[config.mk]
export PLATFORM = sky130hd
export DESIGN_NAME = cpu_exec_controller
export DESIGN_NICKNAME = d
export VERILOG_FILES = /design/src/rtl/cpu_pkg.sv /design/src/rtl/button_debouncer.sv /design/src/rtl/cpu_exec_controller.sv
export SDC_FILE = /design/constraint.sdc
export NUM_CORES = 1
export LEC_CHECK = 0
export ABC_CLOCK_PERIOD_IN_PS = 2270
export BUFFER_PORTS_ARGS = -buffer_cell sky130_fd_sc_hd__clkbuf_2
export CAP_MARGIN = 15
export CORE_AREA = 2 2 63 65
export DETAILED_ROUTE_END_ITERATION = 6
export DIE_AREA = 0 0 65 67
export PLACE_DENSITY = 0.74
export SLEW_MARGIN = 20
export SYNTH_ARGS = -nofsm -noshare
export SYNTH_HDL_FRONTEND = slang
export SYNTH_SLANG_ARGS = --single-unit
[constraint.sdc]
create_clock -name clock -period 2.27 [get_ports clock]
set_input_delay 0.454 -clock clock [delete_from_list [all_inputs] [get_ports clock]]
set_output_delay 0.454 -clock clock [all_outputs]
set_load 0.05 [all_outputs]
[src/rtl/cpu_pkg.sv]
// Shared definitions for the miniCPU execution controller: opcodes,
// write-data select encodings, sequencer states and instruction field slices.
package cpu_pkg;

    localparam int INSTR_W = 18;

    // Opcode encodings carried in instruction bits [17:15]
    localparam logic [2:0] OP_LOAD    = 3'b000;
    localparam logic [2:0] OP_ADD     = 3'b001;
    localparam logic [2:0] OP_ADDI    = 3'b010;
    localparam logic [2:0] OP_SUB     = 3'b011;
    localparam logic [2:0] OP_SUBI    = 3'b100;
    localparam logic [2:0] OP_MUL     = 3'b101;
    localparam logic [2:0] OP_CLEAR   = 3'b110;
    localparam logic [2:0] OP_DISPLAY = 3'b111;

    // Register-file write-data select
    localparam logic [1:0] WR_ALU  = 2'b00;
    localparam logic [1:0] WR_IMM  = 2'b01;
    localparam logic [1:0] WR_ZERO = 2'b10;

    // Sequencer states
    typedef enum logic [1:0] {
        IDLE = 2'd0,
        EXEC = 2'd1,
        CLR  = 2'd2,
        LCD  = 2'd3
    } state_t;

    // Instruction field bit positions (rs2 and the immediate overlap)
    localparam int OP_MSB  = 17;
    localparam int OP_LSB  = 15;
    localparam int RD_MSB  = 14;
    localparam int RD_LSB  = 11;
    localparam int RS1_MSB = 10;
    localparam int RS1_LSB = 7;
    localparam int RS2_MSB = 6;
    localparam int RS2_LSB = 3;
    localparam int IMM_MSB = 6;
    localparam int IMM_LSB = 0;

endpackage

[src/rtl/button_debouncer.sv]
// Send-button conditioner: 2-flop synchronizer followed by either a
// stability counter (CPU_CTRL_DEBOUNCE_EN defined) or a plain rising-edge
// detector (macro undefined). Produces a one-cycle rel_evt on release (0->1).
module button_debouncer #(
    parameter int DEBOUNCE_CYCLES = 500000
) (
    input  logic clock,
    input  logic reset,
    input  logic button,
    output logic rel_evt
);

    logic sync_1;
    logic sync_2;

    // Synchronize the raw button; reset to the released level so no event fires after reset
    always_ff @(posedge clock or posedge reset) begin
        if (reset) begin
            sync_1 <= 1'b1;
            sync_2 <= 1'b1;
        end else begin
            sync_1 <= button;
            sync_2 <= sync_1;
        end
    end

`ifdef CPU_CTRL_DEBOUNCE_EN
    localparam int CNT_W = (DEBOUNCE_CYCLES > 1) ? $clog2(DEBOUNCE_CYCLES) : 1;
    localparam logic [CNT_W-1:0] CNT_MAX = CNT_W'(DEBOUNCE_CYCLES - 1);

    logic             stable;
    logic [CNT_W-1:0] cnt;

    // Accept a new level only after it differs from the stable one for DEBOUNCE_CYCLES cycles
    always_ff @(posedge clock or posedge reset) begin
        if (reset) begin
            stable  <= 1'b1;
            cnt     <= '0;
            rel_evt <= 1'b0;
        end else begin
            rel_evt <= 1'b0;
            if (sync_2 == stable) begin
                cnt <= '0;
            end else if (cnt == CNT_MAX) begin
                stable  <= sync_2;
                cnt     <= '0;
                rel_evt <= sync_2;
            end else begin
                cnt <= cnt + 1'b1;
            end
        end
    end
`else
    logic prev;

    // Plain rising-edge detect on the synchronized button
    always_ff @(posedge clock or posedge reset) begin
        if (reset) begin
            prev    <= 1'b1;
            rel_evt <= 1'b0;
        end else begin
            prev    <= sync_2;
            rel_evt <= sync_2 & ~prev;
        end
    end
`endif

endmodule

[src/rtl/cpu_exec_controller.sv]
// miniCPU execution sequencer: latches the switch instruction on a button
// release, strobes register-file writes (single write or 16-entry CLEAR
// sweep) and hands one request per instruction to the LCD driver.
// Optional debouncer counter is enabled by the CPU_CTRL_DEBOUNCE_EN macro.
module cpu_exec_controller
    import cpu_pkg::*;
#(
    parameter int DEBOUNCE_CYCLES = 500000
) (
    input  logic        clock,
    input  logic        reset,
    input  logic        botao_enviar,
    input  logic [17:0] instrucao,
    output logic [2:0]  opcode_q,
    output logic [3:0]  write_addr,
    output logic [3:0]  read_addr_1,
    output logic [3:0]  read_addr_2,
    output logic [6:0]  imm_q,
    output logic [1:0]  wr_src,
    output logic        reg_write,
    output logic        lcd_valid,
    input  logic        lcd_ready,
    output logic [2:0]  lcd_op,
    output logic [3:0]  lcd_reg,
    output logic        busy,
    output logic        drop
);

    logic               rel_evt;
    logic [INSTR_W-1:0] instr_q;
    state_t             state;
    logic [3:0]         k;

    logic [2:0] in_op;
    logic [3:0] in_rd;
    logic [3:0] in_rs1;

    assign in_op  = instrucao[OP_MSB:OP_LSB];
    assign in_rd  = instrucao[RD_MSB:RD_LSB];
    assign in_rs1 = instrucao[RS1_MSB:RS1_LSB];

    // Datapath-facing fields are taken directly from the latched instruction
    assign opcode_q    = instr_q[OP_MSB:OP_LSB];
    assign read_addr_1 = instr_q[RS1_MSB:RS1_LSB];
    assign read_addr_2 = instr_q[RS2_MSB:RS2_LSB];
    assign imm_q       = instr_q[IMM_MSB:IMM_LSB];

    button_debouncer #(
        .DEBOUNCE_CYCLES(DEBOUNCE_CYCLES)
    ) u_debouncer (
        .clock   (clock),
        .reset   (reset),
        .button  (botao_enviar),
        .rel_evt (rel_evt)
    );

    // Sequencer FSM with registered outputs
    always_ff @(posedge clock or posedge reset) begin
        if (reset) begin
            state      <= IDLE;
            instr_q    <= '0;
            k          <= '0;
            write_addr <= '0;
            wr_src     <= WR_ALU;
            reg_write  <= 1'b0;
            lcd_valid  <= 1'b0;
            lcd_op     <= '0;
            lcd_reg    <= '0;
            busy       <= 1'b0;
            drop       <= 1'b0;
        end else begin
            drop <= 1'b0;
            // A release arriving while an instruction is in flight is discarded
            if (rel_evt && (state != IDLE)) begin
                drop <= 1'b1;
            end

            case (state)
                IDLE: begin
                    if (rel_evt) begin
                        instr_q <= instrucao;
                        busy    <= 1'b1;
                        lcd_op  <= in_op;
                        lcd_reg <= (in_op == OP_DISPLAY) ? in_rs1 : in_rd;
                        case (in_op)
                            OP_CLEAR: begin
                                state      <= CLR;
                                k          <= '0;
                                write_addr <= '0;
                                wr_src     <= WR_ZERO;
                                reg_write  <= 1'b1;
                            end
                            OP_DISPLAY: begin
                                state     <= LCD;
                                lcd_valid <= 1'b1;
                            end
                            default: begin
                                state      <= EXEC;
                                write_addr <= in_rd;
                                wr_src     <= (in_op == OP_LOAD) ? WR_IMM : WR_ALU;
                                reg_write  <= 1'b1;
                            end
                        endcase
                    end
                end
                EXEC: begin
                    reg_write <= 1'b0;
                    lcd_valid <= 1'b1;
                    state     <= LCD;
                end
                CLR: begin
                    if (k == 4'd15) begin
                        reg_write <= 1'b0;
                        lcd_valid <= 1'b1;
                        state     <= LCD;
                    end else begin
                        k          <= k + 4'd1;
                        write_addr <= k + 4'd1;
                    end
                end
                LCD: begin
                    if (lcd_ready) begin
                        lcd_valid <= 1'b0;
                        busy      <= 1'b0;
                        state     <= IDLE;
                    end
                end
                default: begin
                    state <= IDLE;
                end
            endcase
        end
    end

endmodule

# After elaboration in Yosys (flattened, before gate mapping)
# Cells that the tools add are included.
[word_totals]
regBits = 45
inputBits = 22
output_inout_bits = 35
word_cells = 74
[classes]
addsub = 1
eq_ne = 13
muxes = 27
n_bitwise = 3
reduce_logical = 15
[ops]
columns = ["operator", "count"]
rows = [
  ["case mux 4 bit (2 select lines)", 3],
  ["2-to-1 mux 4 bit", 5],
  ["AND reduction 4 bit", 4],
  ["2-to-1 mux 1 bit", 10],
  ["!= test 2 bit (second input constant)", 5],
  ["AND reduction 3 bit", 3],
  ["case mux 2 bit (2 select lines)", 2],
  ["case mux 2 bit (4 select lines)", 1],
  ["equality test 3 bit (second input constant)", 2],
  ["2-to-1 mux 2 bit", 3],
  ["nonzero test 2 bit", 3],
  ["adder 4 x 1 -> 4 bit (second input constant)", 1],
  ["equality test 2 bit (second input constant)", 2],
  ["equality test 4 bit (second input constant)", 1],
  ["!= test 2 x 1 -> 1 bit (second input constant)", 2],
  ["case mux 1 bit (4 select lines)", 1],
  ["zero test 3 bit", 1],
  ["case mux 1 bit (3 select lines)", 1],
  ["nonzero test 3 bit", 1],
  ["equality test 2 x 1 -> 1 bit (second input constant)", 1],
  ["zero test 2 bit", 1],
  ["NOT 1 bit", 2],
  ["case mux 1 bit (2 select lines)", 1],
  ["AND reduction 2 bit", 1],
  ["other kinds (2)", 2],
]

# Depth between registers and ports, before layout
[depth]
word_depth = 4
mapped_depth = 8
mapped_depth_nobuf = 6

# Hierarchy
# Synthesis repeated with hierarchy kept, for this count alone.
[unflattened]
cells_unflattened = 155
area_unflattened_um2 = 1815.5
[modules_own_cells]
columns = ["module", "instances", "cells_per_inst", "area_per_inst_um2", "seq_area_each_um2"]
rows = [
  ["cpu_exec_controller", 1, 149, 1694.1, 850.8],
  ["button_debouncer", 1, 6, 121.4, 103.8],
]

# Worst setup path after synthesis
# No wires, ideal clock.
[synth_timing]
kind = "register to register"
from = "reg state[0]"
to = "reg reg_write"
setup_ns = 0.125
arrival_ns = 1.515
t_required_ns = 2.145
setup_slack_ns = 0.630
path_stages_with_launch = 7
path_buffers = 1
synth_period_minus_slack_ns = 1.640
cell_sequence = "dfrtp_1 inv_1 ha_1 buf_4 a22o_2 a211oi_2 mux2_2"
[synth_via]
elab_chain_len = 3
elab_cells_between_ends = 9
classes_between = "eq/ne (5); mux (1); reduce/logical (3)"
[synth_rtl]
columns = ["item", "line", "text"]
rows = [
  ["start: declaration", "cpu_exec_controller.sv:31", "state_t state;"],
  ["start signal: assignment", "cpu_exec_controller.sv:60", "state <= IDLE;"],
  ["start signal: assignment", "cpu_exec_controller.sv:87", "state <= CLR;"],
  ["start signal: assignment", "cpu_exec_controller.sv:94", "state <= LCD;"],
  ["equality test 2 bit, or another cell as far along", "cpu_exec_controller.sv:78", "case (state)"],
  ["!= test 2 bit (no source line), or another cell as far along", "-", ""],
  ["AND reduction 4 bit (no source line)", "-", ""],
  ["end signal: assignment", "cpu_exec_controller.sv:91", "reg_write <= 1'b1;"],
  ["end signal: assignment", "cpu_exec_controller.sv:101", "reg_write <= 1'b1;"],
  ["end signal: assignment", "cpu_exec_controller.sv:107", "reg_write <= 1'b0;"],
  ["end: declaration", "cpu_exec_controller.sv:20", "output logic reg_write,"],
]
# Parallel ways exist; a longest one is shown, timed or not.
# A chain may end at the register's enable or synchronous reset.

# Final worst setup path
[layout_timing]
from = "reg state[0]"
to = "reg write_addr[1]"
[layout_via]
elab_chain_len = 3
elab_cells_between_ends = 8
classes_between = "eq/ne (4); mux (1); reduce/logical (3)"
[layout_rtl]
columns = ["item", "line", "text"]
rows = [
  ["equality test 2 bit / zero test 2 bit (equally long branches)", "cpu_exec_controller.sv:78", ""],
  ["!= test 2 bit (no source line), or another cell as far along", "-", ""],
  ["AND reduction 4 bit (no source line)", "-", ""],
  ["end signal: assignment", "cpu_exec_controller.sv:99", "write_addr <= in_rd;"],
  ["end signal: assignment", "cpu_exec_controller.sv:118", "write_addr <= k + 4'd1;"],
  ["end: declaration", "cpu_exec_controller.sv:15", "output logic [3:0] write_addr,"],
]
# Parallel ways exist; a longest one is shown, timed or not.

==> impl_results.md <==
* Clock transition time at the flip-flop clock pins of the worst setup and hold paths at 0.07 ns
* Number of fill cells in the layout at 323
* Type of origin of the critical path: flop
* Worst R2R Setup Slack at 0.34 ns
* Routed length per instance at 13.79 µm
* Number of vias per cell at 5.032
* I/O Buffers at 56
* Post-synthesis sequential element count at 38
* Total iterations of the first detailed-routing run at 4
* Ys Warns at 0
* H-tree levels at 2
* Clock tree skew after final layout at 0.003700 ns
* Max Cap Violations at 0
* Fraction of final layout cells with drive strength greater than 1 at 0.4902
* Status: finished, final reports clean
* Register with the most flip-flops: instr_q
* Endpoint of the worst-slack reg-to-reg timing path: write_addr[1]
* Post-Route Setup TNS at 0 ns
* Iteration-0 DRC Markers at 54
* Top_reg_cell synth: sky130_fd_sc_hd__dfrtp_1
* Slew Viols, Final at 0
* Start point of the critical path: state[0]
* Worst setup path category: flop to flop
* Clock buffer depth at 2
* Final ANT Viol Nets at 0
* Total routing resource utilization after global routing at 0.1876
* Element type at the critical path end: flop
* Rel. slew slack at 0.6924
* Placed cell count at 244
* Wire length of the first global-routing pass at 6120 µm
* Final Setup Violations at 0
* Share of async-settable or async-resettable flops after synthesis at 1.000
* Post-CTS setup buffer count at 0
* Hold Vio Cnt, Final at 0
* Fraction of the yosys area taken by sequential cells at 0.5362
* Cell Count, Final, Fillers Out at 252
* Antenna Cells at 0
* Initial antenna violation count at 0
* Clk Latency, worst-skew pair at 0.28 ns
* Number of buffers added by the clock tree synthesis step at 5
* Share of the clock period used by the worst path at 0.8495
* Largest register FFs at 11
* Detailed placer's ending HPWL at 2713 µm
* Final critical path time including I/O delays and setup at 1.928 ns
* Post-synth EDFFs at 0
* Most frequent standard cell in the layout excluding fill and tap cells: sky130_fd_sc_hd__clkbuf_2
* Number of hold buffers added after cts at 0
* Share of Yosys cell area claimed by the top area cell type at 0.4919
* Last weighted congestion value of the routability-driven placer at 0.7521
* Die footprint at 4355 µm²
* Highest clock frequency the design can meet at 518.6 MHz
* Mapped cell area at 1780 µm²
* Height of the chip at 67 µm
* Post-Syn Area per Cell at 12.03 µm²
* Pin count of the biggest net entering global routing at 39
* Die Span X at 65 µm
* Maximum fanout along the worst path at 15
* Nets at 230
* Core region area at 3606 µm²
* R2R cell count at 6
* Clock tree from TritonCTS: built
* Detailed-route DRC error count at 0
* Total wire length at 3475 µm
* Post-synth cell types at 36
* Number of ports placed on the die boundary at 57
* Gates resized, CTS repair at 0
* Net count after synthesis at 175
* Largest cells by area after synthesis: sky130_fd_sc_hd__dfrtp_1, sky130_fd_sc_hd__mux2_2, sky130_fd_sc_hd__mux2i_1, sky130_fd_sc_hd__dfstp_2, sky130_fd_sc_hd__ha_1
* Commonest cells after routing, fill and taps aside: sky130_fd_sc_hd__clkbuf_2, sky130_fd_sc_hd__dfrtp_1, sky130_fd_sc_hd__mux2_2
* TritonCTS sink count at 38
* Critical path required time at 2.44 ns
* GRT Residual Overflow at 0
* Post-synth top area cell: sky130_fd_sc_hd__dfrtp_1
* Total via count in the routed design at 1268
* Actual slew at the worst max-slew pin at 0.4613 ns
* Cell chosen for the clock root: sky130_fd_sc_hd__clkbuf_8
* Source of the worst register-to-register timing path: state[0]
* Synth Instances at 148
* Site Rows at 22
* Layout-stage area growth over the synthesis result at 24.10%
* Initial core utilization at 0.4938
* Vias in the first global route at 1330
* Worst hold-check path type: input pin to asynchronous set/reset pin
* Arrival time worst endpoint at 2.10 ns
* RSZ-0062 raised after global routing: no
## metrics by stage
step / hold slack [ns] / setup slack [ns] / utilization / area [µm²]
6_report: 0.2463 / 0.3417 / 0.6128 / 2210
2_1_floorplan: 0.3452 / 0.6304 / - / 1780
4_1_cts: 0.2376 / 0.3245 / 0.6128 / 2210
3_5_place_dp: 0.3549 / 0.3336 / 0.5732 / 2067
5_1_grt: 0.2349 / 0.1822 / 0.6128 / 2210
3_3_place_gp: 0.3457 / 0.4422 / 0.5732 / 2067
## critical path, cell delays in order, from the launching register on
cell,delay (ns)
sky130_fd_sc_hd__dfrtp_1,0.38
sky130_fd_sc_hd__inv_1,0.14
sky130_fd_sc_hd__ha_1,0.37
sky130_fd_sc_hd__nand2_2,0.26
sky130_fd_sc_hd__nor2_1,0.26
sky130_fd_sc_hd__o21ai_4,0.10
sky130_fd_sc_hd__mux2_4,0.30
## kinds of logic (layout without fill, tap and decap cells)
group                    Yosys count  after routing  share of synthesized area
buffers and inverters             20             76                    0.05973
AO/OA/AOI/OAI                     22             22                    0.08785
multiplexers                      30             30                     0.1855
XOR/XNOR                           1              1                   0.004920
adder cells (fa/ha/maj)            5              5                    0.03514
flip-flops                        38             38                     0.5362
AND/OR/NAND/NOR                   32             32                    0.09067
## Yosys cell counts, types with 3 or more instances
cell type,count
sky130_fd_sc_hd__a21oi_1,3
sky130_fd_sc_hd__buf_4,8
sky130_fd_sc_hd__dfrtp_1,35
sky130_fd_sc_hd__dfstp_2,3
sky130_fd_sc_hd__ha_1,5
sky130_fd_sc_hd__inv_1,10
sky130_fd_sc_hd__mux2_2,20
sky130_fd_sc_hd__mux2i_1,9
sky130_fd_sc_hd__nand2_1,11
sky130_fd_sc_hd__nand3_1,4
sky130_fd_sc_hd__nor2_1,7
sky130_fd_sc_hd__o21ai_0,9
## routing by layer
layer	up-vias	share of wire	global-route usage
met5	-	0	0
met4	0	0.021	0.08777
met3	9	0.041	0.03885
met2	35	0.52	0.3235
met1	609	0.41	0.2244
li1	615	-	-
## area by class of cell
type,count,area [µm²],area share
Clock buffer,6,82.58,0.03737
Clock inverter,2,60.06,0.02718
Inverter,10,37.54,0.01699
Multi-Input combinational cell,90,719.4,0.3256
Sequential cell,38,954.7,0.4320
Tap cell,48,60.06,0.02718
Timing Repair Buffer,58,295.3,0.1336
## worst max-delay path by stage
stage,end,slack (ns),depth (start not counted)
finish,write_addr[1],0.34,6
CTS,write_addr[1],0.32,6
global placement,write_addr[1],0.44,6
global route,write_addr[1],0.18,6
detailed placement,write_addr[1],0.33,6
floorplan,reg_write,0.63,6
Power is left out: the tool's default activity adds up to more than one toggle a clock period on the data nets, which glitch-free logic cannot reach.
